File: src/rtl/pipeline_ctrl_pkg.sv
// Shared types and defaults for the pipeline hazard controller.
package pipeline_ctrl_pkg;

  localparam int REG_W_DEF  = 4;
  localparam int MC_LAT_DEF = 4;
  localparam int PERF_W     = 16;

  typedef enum logic {
    RUN     = 1'b0,
    MC_WAIT = 1'b1
  } state_t;

endpackage

File: src/rtl/pipeline_controller_sat_counter.sv
// Saturating up-counter used for the optional performance counters.
module sat_counter
  import pipeline_ctrl_pkg::*;
#(
  parameter int W = PERF_W
) (
  input  logic         clk,
  input  logic         reset,
  input  logic         inc,
  output logic [W-1:0] count
);

  // Count up on inc, sticking at all-ones once reached.
  always_ff @(posedge clk or negedge reset) begin
    if (!reset) begin
      count <= '0;
    end else if (inc && (count != '1)) begin
      count <= count + W'(1);
    end
  end

endmodule

File: src/rtl/pipeline_controller.sv
// Pipeline hazard controller: stalls, flushes and multi-cycle EX sequencing.
// Optional macro PIPE_PERF_COUNTERS_EN adds stall_cnt / flush_cnt outputs.
//
// state   | meaning
// RUN     | normal issue; branch / load-use hazards handled here
// MC_WAIT | multi-cycle op holds EX; front end frozen, bubbles into MEM
module pipeline_controller
  import pipeline_ctrl_pkg::*;
#(
  parameter int REG_W  = REG_W_DEF,
  parameter int MC_LAT = MC_LAT_DEF
) (
  input  logic             clk,
  input  logic             reset,
  input  logic [REG_W-1:0] id_rs1,
  input  logic [REG_W-1:0] id_rs2,
  input  logic [REG_W-1:0] ex_rd,
  input  logic             ex_mem_read,
  input  logic             ex_branch_taken,
  input  logic             ex_mc_start,
  input  logic             mem_wait,
  output logic             en_if,
  output logic             en_id,
  output logic             en_ex,
  output logic             en_mem,
  output logic             en_wb,
  output logic             flush_id,
  output logic             flush_ex,
  output logic             flush_mem,
  output logic             busy
`ifdef PIPE_PERF_COUNTERS_EN
  ,
  output logic [PERF_W-1:0] stall_cnt,
  output logic [PERF_W-1:0] flush_cnt
`endif
);

  // The start cycle itself is one EX cycle and the cnt==0 cycle is the last,
  // so MC_LAT-2 loaded here gives MC_LAT cycles of EX occupancy.
  localparam logic [3:0] MC_LOAD = 4'(MC_LAT - 2);

  state_t     state, state_nxt;
  logic [3:0] mc_cnt, mc_cnt_nxt;
  logic       load_use;

  assign load_use = ex_mem_read && (ex_rd != '0) &&
                    ((ex_rd == id_rs1) || (ex_rd == id_rs2));

  // State and countdown registers.
  always_ff @(posedge clk or negedge reset) begin
    if (!reset) begin
      state  <= RUN;
      mc_cnt <= 4'd0;
    end else begin
      state  <= state_nxt;
      mc_cnt <= mc_cnt_nxt;
    end
  end

  // Next-state logic; a memory wait freezes everything.
  always_comb begin
    state_nxt  = state;
    mc_cnt_nxt = mc_cnt;
    if (!mem_wait) begin
      unique case (state)
        RUN: begin
          if (ex_mc_start) begin
            state_nxt  = MC_WAIT;
            mc_cnt_nxt = MC_LOAD;
          end
        end
        MC_WAIT: begin
          if (mc_cnt == 4'd0) begin
            state_nxt = RUN;
          end else begin
            mc_cnt_nxt = mc_cnt - 4'd1;
          end
        end
        default: begin
          state_nxt  = RUN;
          mc_cnt_nxt = 4'd0;
        end
      endcase
    end
  end

  // Enables and flushes by priority: mem_wait, multi-cycle, branch, load-use.
  always_comb begin
    en_if     = 1'b1;
    en_id     = 1'b1;
    en_ex     = 1'b1;
    en_mem    = 1'b1;
    en_wb     = 1'b1;
    flush_id  = 1'b0;
    flush_ex  = 1'b0;
    flush_mem = 1'b0;
    busy      = (state == MC_WAIT);
    if (mem_wait) begin
      en_if  = 1'b0;
      en_id  = 1'b0;
      en_ex  = 1'b0;
      en_mem = 1'b0;
      en_wb  = 1'b0;
    end else if (state == MC_WAIT) begin
      en_if     = 1'b0;
      en_id     = 1'b0;
      en_ex     = 1'b0;
      flush_mem = 1'b1;
    end else if (ex_mc_start) begin
      // Op enters EX normally; a coincident branch is ignored.
    end else if (ex_branch_taken) begin
      flush_id = 1'b1;
      flush_ex = 1'b1;
    end else if (load_use) begin
      en_if    = 1'b0;
      en_id    = 1'b0;
      flush_ex = 1'b1;
    end
  end

`ifdef PIPE_PERF_COUNTERS_EN
  sat_counter #(.W(PERF_W)) u_stall_cnt (
    .clk   (clk),
    .reset (reset),
    .inc   (!en_if),
    .count (stall_cnt)
  );

  sat_counter #(.W(PERF_W)) u_flush_cnt (
    .clk   (clk),
    .reset (reset),
    .inc   (flush_id | flush_ex),
    .count (flush_cnt)
  );
`endif

endmodule

File: config.mk
export PLATFORM = sky130hd
export DESIGN_NAME = pipeline_controller
export DESIGN_NICKNAME = d
export VERILOG_FILES = /design/src/rtl/pipeline_ctrl_pkg.sv /design/src/rtl/pipeline_controller_sat_counter.sv /design/src/rtl/pipeline_controller.sv
export SDC_FILE = /design/constraint.sdc
export NUM_CORES = 1
export LEC_CHECK = 0
export ABC_AREA = 1
export CORE_UTILIZATION = 38
export DETAILED_ROUTE_END_ITERATION = 16
export PLACE_DENSITY = 0.77
export SLEW_MARGIN = 15
export SYNTH_ARGS = -nofsm -noshare
export SYNTH_HDL_FRONTEND = slang
export SYNTH_SLANG_ARGS = --single-unit
File: constraint.sdc
create_clock -name clk -period 1.6 [get_ports clk]
set_input_delay 0.48 -clock clk [delete_from_list [all_inputs] [get_ports clk]]
set_output_delay 0.48 -clock clk [all_outputs]
set_load 0.05 [all_outputs]
==> results.py <==
metrics = {
    "drt": {
        "drtIter0Drc": 7,
        "antenna_left": 0,
        "remaining_drc_errors": 0,
        "total_iterations_of_the_first_detailed_routing_run": 4,
        "route.vias.total": 644,
        "avgViaCountPerCell": 4.63,
        "wl_per_cell_um": 12.1,
        "totalWireLength_um": 1680,
    },
    "logic_synthesis": {
        "synth_area_leader_cell": "dfrtp_1",
        "yosys-top-cells-area": "dfrtp_1 24%, nand2_1 24%, inv_1 9.4%, nor2_1 5.8%, inv_2 5.0%",
        "post-synth-top-area-fraction_pct": 24.0,
        "ys_ff_latch": 5,
        "synthesis.area_um2": 522,
        "synth_cell_type_count": 17,
        "yosys_warnings": 0,
        "seq_area_frac_synth_pct": 24.0,
        "synthesis.instances": 89,
        "avgSynthCellArea_um2": 5.86,
        "synth_fp_nets": 109,
    },
    "global_routing": {
        "grt_antenna_before_repair": 0,
        "gr-max-usage-layer": "met2",
        "globalRoute.totalOverflow": 0,
        "globalRouteMet2Util_pct": 47.1,
        "use_met3_pct": 5.20,
        "first_global_vias": 670,
        "grt_usage_pct": 25.8,
        "met1_usage_pct": 26.3,
        "grt_max_degree": 8,
        "grt_first_pass_wirelength_um": 2620,
    },
    "critical_path": {
        "critical_path.slowest_cell": "buf_12",
        "rrSetupSlack_ps": 330,
        "kind_of_cell_adding_the_most_delay_to_the_critical_path": "simple AND/OR/NAND/NOR gates",
        "critical_path_class": "input port to primary output",
        "critPathMaxStageDelay_ps": 170,
        "critical_path.cell_chain": "buf_2 > nand2_1 > nand2_1 > nor2_2 > nand2_1 > nand2_2 > nand3_2 > nand2_2 > clkinvlp_4 > buf_12",
        "critPathMaxFanout": 2,
        "regToRegStartpoint": "busy",
        "ff2ff_path_depth": 6,
        "worstSetupEndpointType": "primary output",
        "timing.critical_path.from_type": "input port",
        "crit_path_arrival_time_ps": 1450,
        "r2r_path_end": "mc_cnt[2]",
        "critical_path_buf_inv_count": 3,
        "cp.required_ps": 1120,
        "timing.critical_path.mode_cell": "nand2_1",
    },
    "cts": {
        "htree_num_levels": 1,
        "cts_num_sinks": 5,
        "clock_pin_transition_on_the_worst_setup_and_hold_timing_paths_ps": 40,
        "count_of_hold_fix_buffers_inserted_at_cts": 0,
        "root_buffer": "clkbuf_4",
        "cts_buffers": 3,
        "max-clock-path-buffers": 2,
        "worst_skew_pair.late_latency_ps": 250,
        "tritoncts": "yes",
    },
    "floorplan": {
        "initial_core_util_pct": 44.0,
        "rows": 12,
        "ios": 27,
        "die-width_um": 39.1,
        "core-area_um2": 1190,
        "total_die_area_um2": 1530,
        "die_height_um": 39.1,
    },
    "placed_design": {
        "preCtsSetupSlack_ps": -904,
        "quantity_of_i_o_buffers_inserted_on_ports": 26,
        "place_congestion": 0.740,
        "numPlacedInstances": 134,
        "hpwl_um": 1230,
        "placed_area_um2": 956,
    },
    "timing": {
        "timing.clock.skew_ps": 3.06,
        "final_hold_viol_count": 0,
        "worst-slew-pin-transition_ps": 244,
        "setup_viol": 6,
        "max_freq_mhz": 519,
        "slew_headroom_pct": 83.7,
        "timing.final.crit_share_pct": 120,
        "final-max-slew-violation-count": 0,
        "tns_ps": -1070,
        "rsz0062_at_grt": "true",
        "final_critical_period_ps": 1930,
        "worst_slack_ps": -327,
    },
    "status": {
        "failed_checks": "negative setup slack",
        "result_of_the_run": "complete, but fails checks",
    },
    "cells_and_area": {
        "finalCoreUtilization_pct": 90.5,
        "antenna_cells": 0,
        "fin_nets": 146,
        "syn_to_final_growth_pct": 106,
        "finish.instance_area_um2": 1070,
        "post_layout_nonfiller_instances": 139,
        "drive_above_1_share_pct": 59.2,
    },
    "power_and_ir_drop": {
        "ir_drop_uv": 926,
        "power.density_cell_area_nw_per_um2": 1020,
        "power.leakage_nw": 0.553,
    },
    "run": {
        "drv.max_cap_violation_count": 0,
    },
    "hold_path": {
        "worst_hold_path_type": "input port to asynchronous set/reset pin",
    },
}
-- registers in the layout, summed over array words and instances (netlist names) --
name	cells
mc_cnt	4
busy	1
-- cell families (layout without fill, tap and decap cells) --
family          count (synthesis)  after routing  synth area share (%)
fa+ha+maj                       2              2                  4.80
buf+inv                        22             58                  17.3
compound gates                  7              7                  8.16
xor+xnor                        2              2                  3.36
simple gates                   51             51                  42.4
flops                           5              5                  24.0
-- power by group --
part           total, mW  internal (mW)  switching, mW
logic              0.733          0.331          0.402
registers          0.220          0.181         0.0396
clock network      0.147         0.0943         0.0526
total               1.10          0.606          0.494
-- layout make-up --
cell class	count	area, µm²
Clock buffer	4	26.3
Fill cell	56	113
Inverter	20	103
Multi-Input combinational cell	62	402
Sequential cell	5	129
Tap cell	14	17.5
Timing Repair Buffer	34	397
-- Yosys cell counts --
| library cell | number |
|---|---|
| nor2_1 | 8 |
| nand2_1 | 33 |
| a21oi_2 | 1 |
| dfrtp_1 | 5 |
| xor2_1 | 2 |
| nor2_2 | 2 |
| ha_1 | 2 |
| o21a_1 | 1 |
| o21ai_1 | 4 |
| nand3_1 | 5 |
| nor2_4 | 1 |
| o22ai_1 | 1 |
| inv_2 | 7 |
| inv_1 | 13 |
| nand4_2 | 1 |
| nand2_2 | 1 |
| buf_4 | 2 |
-- placed cells by master (no fill, tap or decap), types with 2 or more instances in the layout --
master	synthesis	final
dlygate4sd2_1	0	2
nand3_1	5	4
inv_2	7	8
o21ai_1	4	4
dfrtp_1	5	4
buf_6	0	9
nand2_2	1	12
nor2_4	1	5
inv_4	0	3
buf_4	2	8
buf_12	0	8
nand2_1	33	19
clkinvlp_4	0	2
nor2_2	2	3
clkbuf_4	0	4
xor2_1	2	2
buf_2	0	3
nand2_4	0	3
inv_1	13	6
ha_1	2	2
nor2_1	8	3
-- repair_timing --
item                                    in CTS  in global routing
endpoints found under the setup margin       8                  8
setup buffers                                1                  0
pin swaps                                   21                 17
resized for setup                           81                 20
-- how the worst max path moves through the flow --
stage	from	end	slack (ps)	depth (start not counted)
floorplan	ex_rd[3]	en_if	-320	10
global placement	ex_rd[3]	en_id	-860	11
detailed placement	ex_rd[3]	en_if	-900	11
CTS	ex_rd[1]	en_if	-320	11
global route	ex_rd[3]	en_id	-400	11
finish	id_rs1[0]	en_id	-330	10
-- worst reg2reg max path, stage by stage, from the launching register on --
cell and delay, ps:
dfrtp_4 510, buf_6 160, nand4_2 120, nand2_2 80, nor2_4 170, nand3_1 90
o21ai_1 80
-- metrics by stage --
stage / hold WS, ps / total power, mW
2_1_floorplan: 184 / 0.624
3_3_place_gp: 528 / 0.881
3_5_place_dp: 536 / 0.897
4_1_cts: 454 / 1.08
5_1_grt: 480 / 1.16
6_report: 462 / 1.10
-- metal layers --
| layer | wire, µm | vias to the layer above |
|---|---|---|
| li1 | - | 338 |
| met1 | 674 | 280 |
| met2 | 852 | 21 |
| met3 | 99 | 5 |
| met4 | 53 | 0 |
| met5 | 0 | - |
No activity file was read; power rests on OpenSTA's default activity.
